===== src/rtl/stream_sorter.sv =====
// ---------------------------------------------------------------------------
// stream_sorter
//   Sequential odd-even transposition sorter. Sorts one vector of N unsigned
//   WIDTH-bit elements per transaction, applying one compare/swap phase per
//   clock. Valid/ready on both sides; sort direction latched per vector.
//
//   Parameters
//     WIDTH      bits per element (>=1)
//     N          elements per vector (even, >=2)
//
//   Ports
//     clk        rising-edge clock
//     nrst       asynchronous active-low reset
//     in_valid   input vector offered
//     in_ready   sorter idle and able to accept
//     in_data    N*WIDTH packed vector, element k at [k*WIDTH +: WIDTH]
//     in_desc    0 ascending (element 0 smallest), 1 descending
//     out_valid  sorted vector held on out_data
//     out_ready  consumer accepts
//     out_data   working register, same packing as in_data
//     busy       sort phases in progress
//
//   Build option
//     STREAM_SORTER_EARLY_EXIT_EN : finish as soon as an even and an odd
//     phase in a row make no swaps (never later than phase N-1).
// ---------------------------------------------------------------------------

// One compare/swap cell for the pair (a = lower index, b = higher index).
module stream_sorter_cas #(
   parameter int WIDTH = 4
) (
   input  logic [WIDTH-1:0] a,
   input  logic [WIDTH-1:0] b,
   input  logic             desc,
   input  logic             en,
   output logic             swp
);
   // strict compares: equal keys never swap
   assign swp = en & (desc ? (a < b) : (a > b));
endmodule

module stream_sorter #(
   parameter int WIDTH = 4,
   parameter int N     = 4
) (
   input  logic               clk,
   input  logic               nrst,
   input  logic               in_valid,
   output logic               in_ready,
   input  logic [N*WIDTH-1:0] in_data,
   input  logic               in_desc,
   output logic               out_valid,
   input  logic               out_ready,
   output logic [N*WIDTH-1:0] out_data,
   output logic               busy
);
   localparam int PW = (N > 2) ? $clog2(N) : 1;

   typedef enum logic [1:0] {IDLE, SORT, DONE} state_t;

   state_t                    state;
   logic [N-1:0][WIDTH-1:0]   work;
   logic [N-1:0][WIDTH-1:0]   nxt;
   logic                      desc_q;
   logic [PW-1:0]             phase;
   logic [N-2:0]              sw;     // sw[i]: pair (i,i+1) swaps this cycle
   logic                      last_phase;

   assign in_ready   = nrst && (state == IDLE);
   assign out_valid  = (state == DONE);
   assign busy       = (state == SORT);
   assign out_data   = work;
   assign last_phase = (phase == PW'(N-1));

   // Pair i is active on phases whose parity matches i: even phases take
   // (0,1),(2,3)..., odd phases take (1,2),(3,4)... Active pairs never
   // overlap, so each element is moved by at most one cell.
   for (genvar i = 0; i < N-1; i++) begin : g_pair
      localparam bit PAR = (i % 2) == 1;
      stream_sorter_cas #(.WIDTH(WIDTH)) u_cas (
         .a    (work[i]),
         .b    (work[i+1]),
         .desc (desc_q),
         .en   ((state == SORT) && (phase[0] == PAR)),
         .swp  (sw[i])
      );
   end

   for (genvar k = 0; k < N; k++) begin : g_elem
      if (k == 0) begin : g_first
         assign nxt[k] = sw[k] ? work[k+1] : work[k];
      end else if (k == N-1) begin : g_last
         assign nxt[k] = sw[k-1] ? work[k-1] : work[k];
      end else begin : g_mid
         assign nxt[k] = sw[k]   ? work[k+1] :
                         sw[k-1] ? work[k-1] : work[k];
      end
   end

`ifdef STREAM_SORTER_EARLY_EXIT_EN
   logic any_sw;
   logic clean_q;   // previous phase made no swaps
   assign any_sw = |sw;
`endif

   always_ff @(posedge clk or negedge nrst) begin
      if (!nrst) begin
         state   <= IDLE;
         work    <= '0;
         desc_q  <= 1'b0;
         phase   <= '0;
`ifdef STREAM_SORTER_EARLY_EXIT_EN
         clean_q <= 1'b0;
`endif
      end else begin
         case (state)
            IDLE: begin
               if (in_valid) begin
                  work    <= in_data;
                  desc_q  <= in_desc;
                  phase   <= '0;
`ifdef STREAM_SORTER_EARLY_EXIT_EN
                  clean_q <= 1'b0;
`endif
                  state   <= SORT;
               end
            end
            SORT: begin
               work  <= nxt;
               phase <= phase + PW'(1);
`ifdef STREAM_SORTER_EARLY_EXIT_EN
               clean_q <= ~any_sw;
               // clean_q is only set after phase 0, so this pairs one even
               // and one odd phase
               if (last_phase || (clean_q && !any_sw)) state <= DONE;
`else
               if (last_phase) state <= DONE;
`endif
            end
            DONE: begin
               if (out_ready) state <= IDLE;
            end
            default: state <= IDLE;
         endcase
      end
   end
endmodule


===== config.mk =====
export PLATFORM = sky130hd
export DESIGN_NAME = stream_sorter
export DESIGN_NICKNAME = d
export VERILOG_FILES = /design/src/rtl/stream_sorter.sv
export SDC_FILE = /design/constraint.sdc
export NUM_CORES = 1
export LEC_CHECK = 0
export CORE_AREA = 2 2 58 60
export CTS_BUF_LIST = sky130_fd_sc_hd__clkbuf_4 sky130_fd_sc_hd__clkbuf_8 sky130_fd_sc_hd__clkbuf_16
export CTS_CLUSTER_DIAMETER = 120
export DETAILED_ROUTE_END_ITERATION = 8
export DIE_AREA = 0 0 60 62
export PLACE_DENSITY = 0.81
export SYNTH_ARGS = -nofsm -noshare
export SYNTH_HDL_FRONTEND = slang
export SYNTH_SLANG_ARGS = --single-unit

===== constraint.sdc =====
create_clock -name clk -period 3.6 [get_ports clk]
set_input_delay 1.08 -clock clk [delete_from_list [all_inputs] [get_ports clk]]
set_output_delay 1.08 -clock clk [all_outputs]
set_load 0.01 [all_outputs]

Word-level counts from Yosys, hierarchy flattened
Cells that the tools add are included.
- add/subtract/negate cells: 1
- $lt $le $gt $ge: 6
- eq/ne operators: 10
- muxes and demuxes: 17
- bitwise operators: 4
- reductions and logical operators: 12
- operators with widths (operator ; count):
    $pmux W16 S2 ; 1
    $mux W4 ; 6
    $mux W16 ; 1
    $reduce_and A3 Y1 ; 5
    $gt A4 B4 Y1 ; 3
    $lt A4 B4 Y1 ; 3
    $mux W2 ; 4
    $ne A2 B1 Y1 const B ; 4
    $ne A3 B1 Y1 const B ; 2
    $pmux W2 S3 ; 1
    $eq A2 B2 Y1 const B ; 2
    $pmux W2 S2 ; 1
    $reduce_and A2 Y1 ; 2
    $and A1 B1 Y1 ; 3
    $logic_and A1 B1 Y1 ; 3
    $mux W1 ; 3
    $add A2 B1 Y2 const B ; 1
    $eq A2 B1 Y1 const B ; 1
    $logic_not A2 Y1 ; 1
    $ne A2 B2 Y1 const B ; 1
    $reduce_bool A2 Y1 ; 1
    $not A1 Y1 ; 1
- flip-flop bits (word level): 21
- word-level logic and storage cells: 57

Logic depth before layout (Yosys ltp)
- depth after elaboration: 6
- depth in mapped cells: 8
- gate-level depth less buffers: 8

By module
From an unflattened synthesis, not the netlist that was laid out.
- cell total of the unflattened synthesis: 153
- area, all modules: 1535.2 um^2
- modules (own cells, without submodules) (module ; instances ; cells an instance ; area each (um^2) ; sequential area each (um^2)):
    stream_sorter ; 1 ; 108 ; 1193.6 ; 525.5
    stream_sorter_cas ; 3 ; 15 ; 113.9 ; 0.0

Least setup slack after synthesis
Ideal clock, no wire load.
- kind: in2out
- start point: input port nrst
- end point: output port in_ready
- arrival: 1.226 ns
- required time: 2.520 ns
- setup slack: 1.294 ns
- cell stages on the path: 1
- cell sequence: and2_1
- longest elaborated chain between the ends: 1
- ends and longest elaborated chain (what ; line ; source):
    start: declaration ; 47 ; input logic nrst,
    $logic_and A1 B1 Y1 ; 69 ; assign in_ready = nrst && (state == IDLE);
    end: declaration ; 49 ; output logic in_ready,
No other way between the ends.

Worst setup path after layout
Same ends and word-level chain as after synthesis.

==> summary.txt <==
Synthesis
  – Syn avg cell area: 9.18 sq um
  – Post-synth ARST share: 100%
  – Syn_nets: 200
  – Post-synthesis cell count: 166
  – Predominant post-synthesis flop cell: dfrtp_1
  – Sequential area share after synthesis: 34.5%
  – Register bit total from synthesis: 21
  – Ys Warns: 0
  – Post-synth EDFFs: 0
  – Synth cell types: 42
  – Synthesized area: 1520 sq um

CTS
  – Clk sinks: 21
  – Total CTS buffers: 3
  – Setup bufs post-CTS: 0
  – CTS-repair resized insts: 0
  – Clk slew on worst S/H paths: 0.13 ns
  – Max clock buf depth: 2
  – CTS tree: yes
  – Post-CTS Hold Buffers: 0
  – Clock latency on the worst-skew pair: 0.31 ns
  – Root Driver: clkbuf_4
  – CTS HTree Levels: 1

Floorplan
  – Die height: 62 um
  – Chip width: 60 um
  – Total core area: 3180 sq um
  – Die ar.: 3720 sq um
  – Row count: 21
  – # IOs: 40
  – Starting Density: 47.9%

Drt
  – Drt first pass iters: 4
  – Routed Wire Length: 3810 um
  – DRC: 0
  – Vias: 1395
  – Vias per cell: 5.47
  – Post-DR wirelength/cell: 15.0 um
  – Initial DRC count: 53
  – ANT nets after route: 0

Setup path
  – Cell mode on critical path: clkdlybuf4s50_1
  – CP Data Required Time: 2.52 ns
  – Cells along the critical path: clkdlybuf4s50_1, and2_1, clkdlybuf4s50_1
  – Kind of critical path: primary input to output port
  – Worst path arrival time: 2.32 ns
  – CP max-delay cell: clkdlybuf4s50_1
  – Critical register-to-register path startpoint: out_data[5]$_DFFE_PN0P_
  – R2r setup slk: 1.36 ns
  – Startpoint types: primary input
  – Crit-path max cell delay: 0.55 ns
  – Reg2reg path depth: 7
  – CP max FO: 3
  – Crit path launch: nrst
  – Crit. End Element: output port

Placement
  – Dpl ws: 0.224 ns
  – Placed cell areas: 1970 sq um
  – Port Buffer Count: 39
  – DPL Wire Length: 2930 um
  – RePlAce Congestion: 0.854

Global routing
  – Initial antenna violation count: 1
  – Total gr overflow: 0
  – Vias in the first global route: 1295
  – Largest net degree at the start of global routing: 22
  – Total Routing Usage GR: 21.5%
  – First-pass GRT wire length: 5910 um

Timing
  – Relative slew slack: 68.3%
  – RSZ-0062 raised after global routing: no
  – Setup TNS Final: 0 ns
  – Fin crit share: 94.3%
  – Worst Skew: 0.00343 ns
  – Final setup violation count: 0
  – Tightest Pin Transition: 0.473 ns
  – Max Slew Vio Count: 0
  – Min Tclk post-route: 3.40 ns
  – Post-route setup slack: 0.205 ns
  – Final Hold Fails: 0
  – Max Fclk: 0.295 GHz

Power and ir drop
  – Pwr dens: 1130 nW/um^2
  – Final Total Pwr: 2.26 mW
  – LEAKAGE: 0.917 nW
  – VDD IR max: 0.567 mV

Layout
  – Final #Nets: 243
  – Area Overhead vs Synth: 31.1%
  – Design area: 2000 sq um
  – Fillers: 284
  – Layout cell share with drive strength beyond 1: 9.62%

Min path
  – Hold depth: 1
  – Min-delay src: phase[1]$_DFFE_PN0P_
  – Hold WC Path Type: flop to flop

Run status
  – Outcome: complete, no violations

Run
  – Number of max-cap violations: 0
power by group:
group / internal, mW / leakage, nW / switching, mW
Clock: 0.0416 / 0.0177 / 0.0788
Sequential: 0.365 / 0.245 / 0.179
Combinational: 0.788 / 0.654 / 0.809
Total: 1.19 / 0.917 / 1.07
cell families (layout without fill, tap and decap cells):
kind of cell,Yosys count,after routing,synth area share (%)
compound gates,47,47,22.4
fa+ha+maj,13,13,10.7
buf+inv,19,61,5.17
flops,21,21,34.5
mux,13,13,9.93
other cells,0,1,0
simple gates,53,53,17.3
registers in the layout, indices dropped and copies added (netlist names):
name / flops
out_data: 16
phase: 2
state: 2
desc_q: 1
synthesized netlist by cell type, types with 3 or more instances:
cell type,n,area [sq um]
nand4_1,3,18.8
nand2_1,10,37.5
a31oi_1,8,50.1
nand3_1,8,40.0
nor2_1,19,71.3
a21oi_1,9,45.0
o2bb2ai_1,3,26.3
inv_1,15,56.3
o21ai_0,11,55.1
dfrtp_1,21,526
mux2_4,4,60.1
mux2i_1,8,80.1
ha_1,13,163
routing by layer:
layer	wire (um)	global-route usage, %
met1	1700	28.0
met2	1780	35.6
met3	272	4.14
met4	59	7.94
met5	0	0
placed cells by master, fill, tap and decap left out, types with 2 or more instances in the layout:
cell	count
a21oi_1	9
and3_1	2
o2bb2ai_1	3
dfrtp_1	21
and2_1	2
nand2_1	10
inv_1	15
a31oi_1	8
nor2_1	19
ha_1	13
mux2i_1	8
mux2_4	4
a22o_1	2
nand4_1	3
clkbuf_4	3
clkdlybuf4s50_1	39
buf_4	2
a21o_1	2
o21ai_0	11
nor2b_1	2
nand3_1	8
layout make-up:
type | count | area [sq um] | area share, %
Sequential cell | 21 | 526 | 26.3
Tap cell | 46 | 57.6 | 2.88
Antenna cell | 1 | 2.50 | 0.125
Clock buffer | 3 | 22.5 | 1.13
Multi-Input combinational cell | 126 | 920 | 46.0
Inverter | 16 | 60.1 | 3.01
Timing Repair Buffer | 41 | 405 | 20.3
Clock inverter | 1 | 5.00 | 0.250
metrics by stage:
stage	util [%]	cells	hold slack [ns]
floorplan	-	166	0.467
global placement	61.9	250	0.485
detailed placement	61.9	250	0.493
CTS	62.8	254	0.518
global route	62.8	254	0.537
finish	62.8	255	0.524
worst max-delay path, delay by kind of cell:
family / cells / cell delay [ns]
buffers and inverters: 2 / 1.08
AND/OR/NAND/NOR: 1 / 0.16
worst paths after layout:
check | to
max | in_ready
min reg2reg | phase[1]$_DFFE_PN0P_
max reg2reg | out_data[11]$_DFFE_PN0P_
min | phase[1]$_DFFE_PN0P_
min in group asynchronous | out_data[10]$_DFFE_PN0P_
max in group asynchronous | out_data[8]$_DFFE_PN0P_
Power figures use the tool's default switching activity.
